===== src/rtl/morse_pkg.sv =====
// Shared definitions for the Morse key sequencer and the downstream symbol
// decoder. Both sides import this package so that the pattern encoding (bit
// order, dot/dash polarity, field widths) can never drift apart.
//
// Contents:
//   SYM_W, LEN_W  - widths of the pattern and element-count fields
//   DOT, DASH     - element encoding inside the pattern
//   state_e       - sequencer state encoding
package morse_pkg;

    localparam int SYM_W = 5;
    localparam int LEN_W = 3;

    localparam logic DOT  = 1'b0;
    localparam logic DASH = 1'b1;

    typedef enum logic [2:0] {
        IDLE     = 3'd0,
        PRESS    = 3'd1,
        GAP      = 3'd2,
        EMIT     = 3'd3,
        WAIT_REL = 3'd4
    } state_e;

endpackage


===== src/rtl/morse_key_sync.sv =====
// Brings the raw, asynchronous key line into the clock domain and derives
// single-cycle edge strobes from the synchronised level.
//
// Ports:
//   clk_i   - system clock, rising edge
//   rst_ni  - asynchronous active-low reset
//   key_i   - raw key level, 1 = pressed
//   k_o     - synchronised key level (two flops behind key_i)
//   rise_o  - one-cycle strobe when k_o goes 0 -> 1
//   fall_o  - one-cycle strobe when k_o goes 1 -> 0
module morse_key_sync (
    input  logic clk_i,
    input  logic rst_ni,
    input  logic key_i,
    output logic k_o,
    output logic rise_o,
    output logic fall_o
);

    logic meta_q;
    logic k_q;
    logic k_prev_q;

    // Two-flop synchroniser followed by a history flop for edge detection.
    always_ff @(posedge clk_i or negedge rst_ni) begin
        if (!rst_ni) begin
            meta_q   <= 1'b0;
            k_q      <= 1'b0;
            k_prev_q <= 1'b0;
        end else begin
            meta_q   <= key_i;
            k_q      <= meta_q;
            k_prev_q <= k_q;
        end
    end

    assign k_o    = k_q;
    assign rise_o = k_q & ~k_prev_q;
    assign fall_o = ~k_q & k_prev_q;

endmodule


===== src/rtl/morse_key_ctrl.sv =====
// Morse key sequencer. Times each press and release of the synchronised key,
// classifies presses as dot or dash, collects up to five elements into a
// left-aligned pattern and hands the finished character downstream over a
// valid/ready handshake.
//
// Ports:
//   clk        - system clock, rising edge
//   reset      - asynchronous active-low reset
//   key        - raw key level, asynchronous to clk, 1 = pressed
//   sym_bits   - character pattern, first element in bit 4, dot=0 dash=1
//   sym_len    - number of elements in the character, 1..5
//   sym_valid  - sym_bits/sym_len hold a finished character
//   sym_ready  - downstream accepts the character
//   busy       - sequencer is anywhere other than IDLE
module morse_key_ctrl
    import morse_pkg::*;
#(
    parameter int CNT_W     = 16,
    parameter int MIN_PRESS = 2,
    parameter int DOT_MAX   = 4,
    parameter int GAP_CHAR  = 8,
    parameter int MAX_SYM   = 5
) (
    input  logic             clk,
    input  logic             reset,
    input  logic             key,
    output logic [SYM_W-1:0] sym_bits,
    output logic [LEN_W-1:0] sym_len,
    output logic             sym_valid,
    input  logic             sym_ready,
    output logic             busy
);

    localparam logic [CNT_W-1:0] CNT_MAX   = '1;
    localparam logic [CNT_W-1:0] CNT_ONE   = CNT_W'(1);
    localparam logic [CNT_W-1:0] MIN_LEN   = CNT_W'(MIN_PRESS);
    localparam logic [CNT_W-1:0] DOT_LEN   = CNT_W'(DOT_MAX);
    localparam logic [CNT_W-1:0] GAP_LAST  = CNT_W'(GAP_CHAR - 1);
    localparam logic [LEN_W-1:0] LEN_FULL  = LEN_W'(MAX_SYM);
    localparam logic [SYM_W-1:0] FIRST_BIT = {1'b1, {(SYM_W-1){1'b0}}};

    logic k;
    logic key_rise;
    logic key_fall;

    state_e           state_q, state_d;
    logic [CNT_W-1:0] cnt_q, cnt_d;
    logic [SYM_W-1:0] buf_q, buf_d;
    logic [LEN_W-1:0] len_q, len_d;

    logic [CNT_W-1:0] cnt_inc;
    logic [LEN_W-1:0] len_inc;
    logic [SYM_W-1:0] elem_mask;
    logic             elem_val;

    morse_key_sync u_sync (
        .clk_i  (clk),
        .rst_ni (reset),
        .key_i  (key),
        .k_o    (k),
        .rise_o (key_rise),
        .fall_o (key_fall)
    );

    // Saturating so that an arbitrarily long press still reads as a dash.
    assign cnt_inc   = (cnt_q == CNT_MAX) ? cnt_q : cnt_q + CNT_ONE;
    assign len_inc   = len_q + LEN_W'(1);
    // Next free slot in the left-aligned pattern.
    assign elem_mask = FIRST_BIT >> len_q;
    assign elem_val  = (cnt_q > DOT_LEN) ? DASH : DOT;

    // State, duration counter, pattern buffer and element count.
    always_ff @(posedge clk or negedge reset) begin
        if (!reset) begin
            state_q <= IDLE;
            cnt_q   <= '0;
            buf_q   <= '0;
            len_q   <= '0;
        end else begin
            state_q <= state_d;
            cnt_q   <= cnt_d;
            buf_q   <= buf_d;
            len_q   <= len_d;
        end
    end

    // Next-state logic. The counter is reloaded on every state entry:
    // 1 when entering PRESS (the rise cycle is the first pressed cycle),
    // 0 everywhere else.
    always_comb begin
        state_d = state_q;
        cnt_d   = cnt_q;
        buf_d   = buf_q;
        len_d   = len_q;

        unique case (state_q)
            IDLE: begin
                if (key_rise) begin
                    state_d = PRESS;
                    cnt_d   = CNT_ONE;
                end
            end

            PRESS: begin
                if (key_fall) begin
                    cnt_d = '0;
                    if (cnt_q < MIN_LEN) begin
                        // Glitch: nothing recorded, and a gap in progress
                        // starts over from this release.
                        if (len_q == '0) begin
                            state_d = IDLE;
                        end else begin
                            state_d = GAP;
                        end
                    end else begin
                        buf_d = elem_val ? (buf_q | elem_mask) : (buf_q & ~elem_mask);
                        len_d = len_inc;
                        if (len_inc == LEN_FULL) begin
                            state_d = EMIT;
                        end else begin
                            state_d = GAP;
                        end
                    end
                end else begin
                    cnt_d = cnt_inc;
                end
            end

            GAP: begin
                // A new press takes priority over the gap terminal count.
                if (key_rise) begin
                    state_d = PRESS;
                    cnt_d   = CNT_ONE;
                end else if (cnt_q == GAP_LAST) begin
                    state_d = EMIT;
                    cnt_d   = '0;
                end else begin
                    cnt_d = cnt_inc;
                end
            end

            EMIT: begin
                // Key activity here is deliberately ignored; a key still
                // held at hand-off is parked in WAIT_REL until released.
                if (sym_ready) begin
                    buf_d = '0;
                    len_d = '0;
                    if (k) begin
                        state_d = WAIT_REL;
                    end else begin
                        state_d = IDLE;
                    end
                end
            end

            WAIT_REL: begin
                if (key_fall) begin
                    state_d = IDLE;
                end
            end

            default: begin
                state_d = IDLE;
                cnt_d   = '0;
            end
        endcase
    end

    assign sym_bits  = buf_q;
    assign sym_len   = len_q;
    assign sym_valid = (state_q == EMIT);
    assign busy      = (state_q != IDLE);

endmodule


===== config.mk =====
export PLATFORM = sky130hd
export DESIGN_NAME = morse_key_ctrl
export DESIGN_NICKNAME = d
export VERILOG_FILES = /design/src/rtl/morse_pkg.sv /design/src/rtl/morse_key_sync.sv /design/src/rtl/morse_key_ctrl.sv
export SDC_FILE = /design/constraint.sdc
export NUM_CORES = 1
export LEC_CHECK = 0
export CAP_MARGIN = 15
export CORE_ASPECT_RATIO = 1.75
export CORE_UTILIZATION = 45
export DETAILED_ROUTE_END_ITERATION = 10
export GPL_TIMING_DRIVEN = 0
export HOLD_SLACK_MARGIN = 0.02
export PLACE_DENSITY_LB_ADDON = 0.05
export SLEW_MARGIN = 0
export SYNTH_ARGS = -nofsm -noshare
export SYNTH_HDL_FRONTEND = slang
export SYNTH_SLANG_ARGS = --single-unit

===== constraint.sdc =====
create_clock -name clk -period 1.68 [get_ports clk]
set_input_delay 0.42 -clock clk [delete_from_list [all_inputs] [get_ports clk]]
set_output_delay 0.42 -clock clk [all_outputs]
set_load 0.01 [all_outputs]

Word level (Yosys, flattened, before mapping)
Index checks and enable logic that the tools add are counted.
{"block": "totals", "reg_bits": 30, "input_bits": 4, "output_inout_bits": 10, "wordCells": 68}
{"block": "op_classes", "addsub": 2, "n_lt_le_gt_ge": 2, "n_eq_ne": 13, "n_shift": 1, "n_mux": 27, "bitwise": 8, "reduce_logical": 8}
{"cell": "2-to-1 mux 16 bit", "n": 5}
{"cell": "one-hot mux 16 bit (4 select lines)", "n": 1}
{"cell": "2-to-1 mux 3 bit", "n": 11}
{"cell": "2-to-1 mux 5 bit", "n": 4}
{"cell": "adder 16 x 1 -> 16 bit (second input constant)", "n": 1}
{"cell": "== test 16 bit (second input constant)", "n": 1}
{"cell": "== test 16 x 3 -> 1 bit (second input constant)", "n": 1}
{"cell": "greater-than comparator 16 x 3 -> 1 bit (second input constant)", "n": 1}
{"cell": "< comparator 16 x 2 -> 1 bit (second input constant)", "n": 1}
{"cell": "one-hot mux 3 bit (5 select lines)", "n": 1}
{"cell": "one-hot mux 5 bit (2 select lines)", "n": 1}
{"cell": "!= test 2 bit (second input constant)", "n": 4}
{"cell": "== test 3 x 2 -> 1 bit (second input constant)", "n": 2}
{"cell": "== test 3 bit (second input constant)", "n": 2}
{"cell": "zero test 3 bit", "n": 2}
{"cell": "one-hot mux 3 bit (2 select lines)", "n": 1}
{"cell": "bitwise AND 5 bit", "n": 1}
{"cell": "inverter 5 bit", "n": 1}
{"cell": "OR 5 bit", "n": 1}
{"cell": "AND reduction 5 bit", "n": 1}
{"cell": ">> shifter 5 x 3 -> 5 bit (first input constant)", "n": 1}
{"cell": "AND reduction 4 bit", "n": 1}
{"cell": "adder 3 x 1 -> 3 bit (second input constant)", "n": 1}
{"cell": "== test 3 x 1 -> 1 bit (second input constant)", "n": 1}
{"cell": "10 further kinds", "n": 14}

Longest topological paths before layout
Gate-level depths: netlist (run 1).
{"block": "logic_depth", "depth_word": 7, "depth_mapped": 7, "depth_no_buf": 6}

By module
Synthesis (run 1) repeated with hierarchy kept, for this count alone.
{"block": "hier_totals", "hier_cells": 210, "hier_area_um2": 1976.9}
{"mod": "morse_key_ctrl", "instances": 1, "cells_each": 205, "area_per_inst_um2": 1886.8, "seq_area_each_um2": 675.6}
{"mod": "morse_key_sync", "instances": 1, "cells_each": 5, "area_per_inst_um2": 90.1, "seq_area_each_um2": 75.1}

Least setup slack after synthesis (run 1)
No wires, ideal clock.
{"block": "synth_timing", "kind": "reg-to-reg", "start": "register state_q[2]", "end": "register cnt_q[6]", "setup_ns": 0.130, "arrival_ns": 1.636, "t_required_ns": 1.550, "path_slack_ns": -0.086, "stages_incl_launch_ff": 6, "path_buffers": 1, "synth_period_minus_slack_ns": 1.766, "path_cell_list": "dfrtp_1 -> or3b_2 -> a21o_1 -> buf_2 -> o41ai_1 -> o21ai_0"}
{"block": "synth_via", "elab_chain_len": 4, "elab_cells_between_ends": 10, "classes_between": "eq/ne: 5; mux: 1; bitwise: 1; reduce/logical: 3"}
{"item": "from (decl)", "line": "morse_key_ctrl.sv:46", "source": "state_e state_q, state_d;"}
{"item": "from (signal assigned)", "line": "morse_key_ctrl.sv:80", "source": "state_q <= state_d;"}
{"item": "parallel branches: the longest is 4 deep, another holds one-hot mux 16 bit (4 select lines)"}
{"item": "to (signal assigned)", "line": "morse_key_ctrl.sv:81", "source": "cnt_q <= cnt_d;"}
{"item": "to (decl)", "line": "morse_key_ctrl.sv:47", "source": "logic [CNT_W-1:0] cnt_q, cnt_d;"}
Several ways; the timed one is not identified.
A chain may end at the register's enable or synchronous reset.

Worst setup path in the final report (run 1)
{"block": "layout_timing", "start": "register state_q[2]", "end": "register cnt_q[14]"}
The elaborated chain is that of the path after synthesis.

==> results of run 1 <==
-- layer usage --
metal,wire [um],up-vias,track usage [%]
met1,2210,967,29.2
met2,3270,92,51.2
met4,264,0,15.4
li1,-,926,-
met3,269,30,4.69
met5,0,-,0
-- worst max-delay path: cells and delay by family (launching register included) --
family | cells | cell delay, ns
AO/OA/AOI/OAI | 4 | 0.74
AND/OR/NAND/NOR | 1 | 0.38
buffers and inverters | 2 | 0.30
flip-flops | 1 | 0.41
-- synthesized netlist by cell type, drive strengths merged, types with 2 or more instances --
cell and n:
a211oi 3, a21o 4, a21oi 15, a221o 2
a22o 2, a31oi 8, a41oi 3, and2 5
and3 3, and4 6, buf 6, clkbuf 3
dfrtp 30, ha 7, inv 13, nand2 17
nand2b 2, nand3 11, nand4 9, nand4b 2
nor2 13, nor2b 2, nor3 4, nor4 2
nor4bb 2, o21ai 20, o221ai 3, o2bb2ai 2
o31ai 2, o32ai 3, or3b 2
-- cell type report --
type | count | area [um2]
multi-input combinational | 166 | 1320
fill | 333 | 1420
clock buffer | 7 | 86.3
sequential | 30 | 764
tap | 49 | 61.3
timing repair buffer | 39 | 334
clock inverter | 1 | 5.00
buffer | 8 | 66.3
inverter | 13 | 48.8
-- power groups by stage --
stage / Clock (mW) / Combinational (mW) / Sequential [mW]
6_report: 0.615 / 2.21 / 0.916
3_5_place_dp: 0 / 1.47 / 0.938
2_1_floorplan: 0 / 1.05 / 0.920
4_1_cts: 0.621 / 2.03 / 0.911
3_3_place_gp: 0 / 1.46 / 0.935
5_1_grt: 0.659 / 2.36 / 0.924
-- sequential cells by signal, summed over array words and instances (netlist names) --
register         count
u_sync.k_o           1
sym_len              3
state_q              3
u_sync.k_prev_q      1
sym_bits             5
u_sync.meta_q        1
cnt_q               16
-- worst min path at each step --
stage | startpoint | to | slack [ns] | cells after the start
finish | reset | state_q[2] | 0.17 | 1
global route | reset | u_sync.k_prev_q | 0.23 | 1
CTS | reset | u_sync.k_prev_q | 0.21 | 1
detailed placement | u_sync.meta_q | u_sync.k_o | 0.35 | 0
global placement | u_sync.meta_q | u_sync.k_o | 0.33 | 0
floorplan | reset | cnt_q[0] | 0.12 | 0
-- per-stage QoR --
| step | cell area (um2) | TNS [ns] | util [%] | worst slack (ns) |
|---|---|---|---|---|
| 2_1_floorplan | 1930 | -0.00746 | - | -0.00746 |
| 3_3_place_gp | 2120 | -17.94 | 51.6 | -0.399 |
| 3_5_place_dp | 2120 | -6.32 | 51.5 | -0.352 |
| 4_1_cts | 2530 | -3.28 | 61.6 | -0.248 |
| 5_1_grt | 2690 | -4.41 | 65.4 | -0.284 |
| 6_report | 2690 | -3.24 | 65.4 | -0.231 |
-- cell families (layout without fill, tap and decap cells) --
| kind of cell | after synthesis | count (layout) | synth area share, % |
|---|---|---|---|
| simple gates | 83 | 84 | 24.1 |
| buf+inv | 22 | 68 | 5.38 |
| fa+ha+maj | 7 | 7 | 4.59 |
| mux | 1 | 1 | 0.591 |
| compound gates | 73 | 74 | 26.0 |
| flops | 30 | 30 | 39.4 |
-- repair_timing --
item,CTS,global route
setup buffers,18,7
resized for setup,50,26
gates cloned,3,0
setup endpoints to repair,30,29
pin swaps,13,12
==> run metrics, run 1 <==
Die Width=51.2 um; top-area cell type share of the netlist area=39.4%; most frequent cells in the layout=buf_4 (26), dfrtp_1 (19), nand2_1 (16); PortBufs=13; vias in the first global route=1,943; clk_lat worst skew=0.29 ns; CP max stage delay=0.41 ns; most common cell after layout, fill and taps aside=buf_4; syn nets=227; Switching Fraction=42.0%; min cycle time layout=1.91 ns; GRT Total Usage=27.9%; routed vias=2,015; min-delay worst type=input port to async pin; clock-pin transition on the worst setup and hold timing paths=0.07 ns; CP Capture Type=register; CTS Buf Count=5; RSZ-0062 raised after global routing=true; CP Max Fanout=5; Vias/cell=6.44; # clock sinks=30; largest net degree at the start of global routing=31; initial antenna violation count=0; Clk pwr share=16.5%; grt total ovfl=0; DRT Pass-1 Iters=6; final layout net count=274; violated checks=setup timing; routed length per instance=19.2 um; Psw=1.57 mW; Synth Register Bits=30; Hold Slack=0.169 ns; critical path type=register to register; post-cts hold buffer count=0; Die Ht=88.1 um; Initial Utilization=46.4%; Reg power frac=24.5%; Final HPWL DP=3590 um; final non-filler cell total=313; row count=31; Startpoint Class=register; combinational power share=59.0%; reg2reg end=cnt_q[14]; worst vdd ir=942 uV; first-pass GRT wire length=9200 um; IO Count=14; final worst slack=-0.231 ns; synth unique cells=46; synthesis-to-layout area growth=41.1%; ratio of cells with drive above 1 in the final layout=35.2%; Synth area leader=dfrtp_1; Power Dens Cells=1390 mW/mm2; 1st-iter DRT viols=113; Syn Inst Count=216; Pleak=1.10 nW; Syn. warnings=0; Post-synth EDFFs=0; Synth async-reset ratio=100%; H-Tree Depth=2; Residual DRC=0; final setup fails=20; FF-to-FF Start=state_q[2]; CTS tree=built; crit path launch=state_q[2]; CP required=1.89 ns; crit path DAT=2.12 ns; Tightest Pin Transition=0.691 ns; top_reg_cell synth=dfrtp_1; maximum clock rate=523 MHz; Total Power=3.74 mW; Max-cap violations=0; status=complete, but fails checks; Final GP Congestion=0.894; worst r2r path cells=7; cells along the critical path=buf_6, or3b_4, a21o_4, o21ai_2, buf_4, a41oi_1, a21oi_1; cell total after placement=278; normalized max-slew margin=53.9%; Core Region=0.00411 mm2; final hold viol count=0; Clock Skew=0.00802 ns; final period utilization=114%; Reg2Reg Setup Slack=-0.23 ns; root buf cell=clkbuf_8; Seq/Total Area, Yosys=39.4%; final wirelength=6010 um; Die Area=0.00451 mm2; internal power=2.17 mW; Pins Over Slew Limit=0; end point of the critical path=cnt_q[14]; diode count=0; Mean Syn Cell Area=8.83 um2; Longest Clk Path Bufs=2; dominant cells by area after synthesis=dfrtp_1 (39%), ha_1 (4.6%), a21oi_1 (3.9%); Crit-path slowest cell=dfrtp_2; area of the mapped netlist=0.00191 mm2; post-route ant nets=0
Note: power is estimated with default switching activity, not from simulation.
==> run 2, diff against run 1 <==
--- a/config.mk
+++ b/config.mk
@@ -11,7 +11,7 @@
 export DETAILED_ROUTE_END_ITERATION = 10
 export GPL_TIMING_DRIVEN = 0
 export HOLD_SLACK_MARGIN = 0.02
-export PLACE_DENSITY_LB_ADDON = 0.05
+export PLACE_DENSITY = 0.66
 export SLEW_MARGIN = 0
 export SYNTH_ARGS = -nofsm -noshare
 export SYNTH_HDL_FRONTEND = slang
==> run 2 against run 1 <==
Against the previous run: the run still ends with setup timing left; first-iteration DRC count fell by 33%; cell area fell by 1.8%; largest power group unchanged; fmax rose by 1.0%; die area did not move; power fell by 1.4%; clock power fell by 9.3%; utilization fell by 1.2 points; sequential share of layout area rose by 0.43 points; clock skew fell by 0.0032 ns; count of clock-buffer cells in the layout did not move; non-clock buffer count did not move.
==> run metrics, run 2 (synthesis gave the netlist of run 1 again) <==
Vias/cell=6.35; largest net degree at the start of global routing=31; Initial Utilization=46.4%; CP Capture Type=register; RSZ-0062 raised after global routing=true; diode count=0; initial antenna violation count=0; post-route ant nets=0; area of the multi-input gates=0.00126 mm2; Pins Over Slew Limit=0; Longest Clk Path Bufs=2; root buf cell=clkbuf_8; row count=31; 1st-iter DRT viols=76; maximum clock rate=529 MHz; PortBufs=13; Total Power=3.69 mW; Die Ht=88.1 um; routed vias=1,976; Clock Skew=0.00483 ns; violated checks=setup timing; most frequent cells in the layout=buf_4 (23), dfrtp_1 (21), nand2_1 (17); Pleak=1.08 nW; worst vdd ir=1260 uV; post-cts hold buffer count=0; Residual DRC=0; status=complete, but fails checks; synthesis-to-layout area growth=38.5%; CTS tree=built; IO Count=14; routed length per instance=18.6 um; final period utilization=113%; CTS Buf Count=5; most common cell after layout, fill and taps aside=buf_4; CP Max Fanout=6; GRT Total Usage=27.8%; DRT Pass-1 Iters=4; Final HPWL DP=3530 um; Fill cells=348; CP required=1.89 ns; Max-cap violations=0; critical path type=register to register; min-delay worst type=input port to async pin; final non-filler cell total=311; Tightest Pin Transition=0.694 ns; Final GP Congestion=0.859; grt total ovfl=0; Crit-path slowest cell=dfrtp_2; clock-pin transition on the worst setup and hold timing paths=0.06 ns; min cycle time layout=1.89 ns; Core Region=0.00411 mm2; ratio of cells with drive above 1 in the final layout=32.8%; Die Width=51.2 um; normalized max-slew margin=53.7%; cell total after placement=278; Power Dens Cells=1400 mW/mm2; register area=762 um2; final worst slack=-0.211 ns; Top reg by flops=cnt_q; final setup fails=25; final hold viol count=0; cells along the critical path=buf_6, or3b_4, a21o_4, o21ai_4, buf_12, buf_4, a41oi_1, a31oi_1; final layout net count=273; Largest register FFs=16; # clock sinks=30; vias in the first global route=1,961; H-Tree Depth=2; Startpoint Class=register; first-pass GRT wire length=9160 um; Die Area=0.00451 mm2; final wirelength=5780 um; CP max stage delay=0.41 ns; crit path DAT=2.10 ns; clk_lat worst skew=0.29 ns
## run 2: path summary, 6_finish.rpt
| kind | from | depth (start not counted) | endpoint | slack [ns] |
|---|---|---|---|---|
| worst max-delay path | state_q[2] | 8 | cnt_q[9] | -0.21 |
| worst min-delay path | reset | 1 | u_sync.k_prev_q | 0.17 |
| worst max register to register | state_q[2] | 8 | cnt_q[9] | -0.21 |
| worst min register to register | u_sync.meta_q | 0 | u_sync.k_o | 0.35 |
| max in group asynchronous | reset | 1 | cnt_q[8] | 1.01 |
| min in group clk | u_sync.meta_q | 0 | u_sync.k_o | 0.35 |
## run 2: per-stage QoR
| step | setup TNS (ns) | hold slack [ns] | cell area, um2 | util (%) | setup WS [ns] |
|---|---|---|---|---|---|
| floorplan | -0.00746 | 0.124 | 1930 | - | -0.00746 |
| global route | -4.82 | 0.233 | 2640 | 64.2 | -0.273 |
| CTS | -3.33 | 0.202 | 2460 | 59.9 | -0.234 |
| finish | -2.78 | 0.168 | 2640 | 64.2 | -0.211 |
| global placement | -19.22 | 0.332 | 2120 | 51.6 | -0.430 |
| detailed placement | -6.18 | 0.340 | 2120 | 51.5 | -0.395 |
## run 2: critical path: cells and delay by family, from the launching register on
kind                   cells  cell delay [ns]
AND/OR/NAND/NOR            1             0.37
flip-flops                 1             0.41
buffers and inverters      3             0.39
AO/OA/AOI/OAI              4             0.64
## run 2: layout make-up
cell class	count	area share [%]
Multi-Input combinational cell	165	47.9
Sequential cell	30	28.8
Timing Repair Buffer	39	13.5
Clock buffer	7	2.89
Buffer	8	2.70
Tap cell	49	2.32
Inverter	13	1.85
## run 2: repair_timing
action                                  4_1_cts  5_1_grt
pin swaps                                    11        9
endpoints found under the setup margin       30       29
cloned                                        2        0
gates resized for setup                      37       35
setup buffers                                18        7
## run 2: power breakdown
| part | switching [mW] | internal (mW) | total (mW) |
|---|---|---|---|
| clock | 0.273 | 0.285 | 0.558 |
| sequential | 0.0948 | 0.818 | 0.913 |
| combinational | 1.15 | 1.07 | 2.22 |
## run 2: metal layers
layer	wire length (um)	vias to the layer above	global-route usage (%)
met3	154	17	4.69
met2	3180	49	50.6
met5	0	-	0
met1	2200	989	27.2
met4	247	0	20.7
li1	-	921	-
==> run 3, diff against run 2 <==
--- a/config.mk
+++ b/config.mk
@@ -8,6 +8,7 @@
 export CAP_MARGIN = 15
 export CORE_ASPECT_RATIO = 1.75
 export CORE_UTILIZATION = 45
+export CTS_BUF_LIST = sky130_fd_sc_hd__clkbuf_16
 export DETAILED_ROUTE_END_ITERATION = 10
 export GPL_TIMING_DRIVEN = 0
 export HOLD_SLACK_MARGIN = 0.02
==> run 3 against run 2 <==
Against the previous run: die area unchanged; wire length up 12%; sequential cell count unchanged; critical path type unchanged; first-iteration DRC count increased by 82%; cell count is 2.6% higher; critical endpoint is now cnt_q[8]; setup slack improved by 0.067 ns; combinational power rose by 6%; the run still ends with setup timing left; hold slack improved by 0.014 ns; global-route usage increased by 3.3 points.
==> run metrics, run 3 (synthesis gave the netlist of run 1 again) <==
violated checks=setup timing; internal power=2.47 mW; reg2reg end=cnt_q[8]; Vias/cell=6.53; met3 wire len=245 um; Initial Utilization=46.4%; Final HPWL DP=3530 um; top sig layer=met4; most common cell after layout, fill and taps aside=buf_4; critical path type=register to register; CTS tree=built; initial antenna violation count=0; worst vdd ir=1180 uV; met2 routed WL=3610 um; Clock Skew=0.00624 ns; design area=0.00283 mm2; synthesis-to-layout area growth=48.6%; most frequent cells in the layout=buf_4 (29), dfrtp_1 (18), nand2_1 (16); 1st-iter DRT viols=138; GRT Total Usage=31.2%; Clk pwr share=20.1%; root buf cell=clkbuf_16; grt total ovfl=0; Largest register FFs=16; Final GP Congestion=0.859; min cycle time layout=1.82 ns; vias in the first global route=2,102; Die Area=0.00451 mm2; Tightest Pin Transition=0.699 ns; clock-pin transition on the worst setup and hold timing paths=0.05 ns; worst r2r path cells=8; RSZ-0062 raised after global routing=true; Max-cap violations=0; Residual DRC=0; dpl cell area=0.00212 mm2; Longest Clk Path Bufs=2; routed length per instance=20.2 um; final hold viol count=0; Switching Fraction=40.1%; combinational power share=57.3%; post-cts hold buffer count=0; largest net degree at the start of global routing=31; H-Tree Depth=2; maximum clock rate=548 MHz; met1 wire length=2270 um; worst slack, placed=-0.395 ns; status=complete, but fails checks; normalized max-slew margin=53.4%; DRT Pass-1 Iters=4; final period utilization=109%; final worst slack=-0.144 ns; # clock sinks=30; diode count=0; Psw=1.65 mW; Power Dens Cells=1450 mW/mm2; ratio of cells with drive above 1 in the final layout=39.6%; first-pass GRT wire length=10,200 um; CP Capture Type=register; Core Region=0.00411 mm2; Die Ht=88.1 um; min-delay worst type=input port to async pin; clk_lat worst skew=0.28 ns; Startpoint Class=register; crit path DAT=1.97 ns; final setup fails=20; Pleak=1.15 nW; IO Count=14; PortBufs=13; Reg power frac=22.6%; Reg2Reg Setup Slack=-0.14 ns; final setup TNS=-1.57 ns; CTS Buf Count=5; final wirelength=6450 um; Top reg by flops=cnt_q; post-route ant nets=0; Total Power=4.11 mW; CP required=1.83 ns; Die Width=51.2 um; routed vias=2,084; CP Max Fanout=9; row count=31; Pins Over Slew Limit=0; Fill cells=302; FF-to-FF Start=cnt_q[3]; final layout net count=281
==> run 3: worst max path at each step <==
stage                     startpoint         to
final                       cnt_q[3]   cnt_q[8]
after CTS                 state_q[2]   cnt_q[7]
after detailed placement    cnt_q[1]   cnt_q[4]
after global routing        cnt_q[3]   cnt_q[8]
after global placement         reset  cnt_q[11]
after floorplan           state_q[0]   cnt_q[7]
==> run 3: layout make-up <==
cell class | count | area (um2) | area share (%)
Buffer | 8 | 75.1 | 2.65
Sequential cell | 30 | 766 | 27.0
Multi-Input combinational cell | 166 | 1350 | 47.5
Clock inverter | 2 | 7.51 | 0.265
Timing Repair Buffer | 46 | 402 | 14.2
Inverter | 13 | 51.3 | 1.81
Clock buffer | 5 | 125 | 4.42
Tap cell | 49 | 61.3 | 2.16
==> run 3: critical path: stages, from the launching register on <==
cell,delay [ns]
dfrtp_1,0.37
buf_2,0.19
nor3_4,0.24
and4_4,0.30
o21ai_4,0.07
buf_12,0.16
buf_6,0.12
o221ai_2,0.16
o21ai_1,0.09
==> run 3: repair_timing <==
action / CTS / global route
cloned: 3 / 1
pin swaps: 16 / 9
endpoints found under the setup margin: 30 / 29
buffers inserted: 22 / 9
gates resized for setup: 68 / 26
hold endpoints to repair: 0 / 0
==> run 3: per-stage QoR <==
| step | hold WS (ns) | util, % | instances |
|---|---|---|---|
| 2_1_floorplan | 0.124 | - | 216 |
| 3_3_place_gp | 0.332 | 51.6 | 278 |
| 3_5_place_dp | 0.340 | 51.5 | 278 |
| 4_1_cts | 0.220 | 65.2 | 309 |
| 5_1_grt | 0.260 | 68.9 | 319 |
| 6_report | 0.182 | 68.9 | 319 |
==> run 3: routing by layer <==
layer,vias up,track usage (%)
met3,29,4.86
met2,90,57.1
met5,-,0
met1,1027,32.0
li1,938,-
met4,0,19.4
==> run 3: power groups by stage <==
| stage | clock network (mW) | logic (mW) | registers [mW] |
|---|---|---|---|
| final | 0.826 | 2.36 | 0.928 |
| after global routing | 0.863 | 2.53 | 0.939 |
| after CTS | 0.839 | 2.17 | 0.934 |
| after detailed placement | 0 | 1.46 | 0.939 |
| after global placement | 0 | 1.47 | 0.937 |
| after floorplan | 0 | 1.05 | 0.920 |
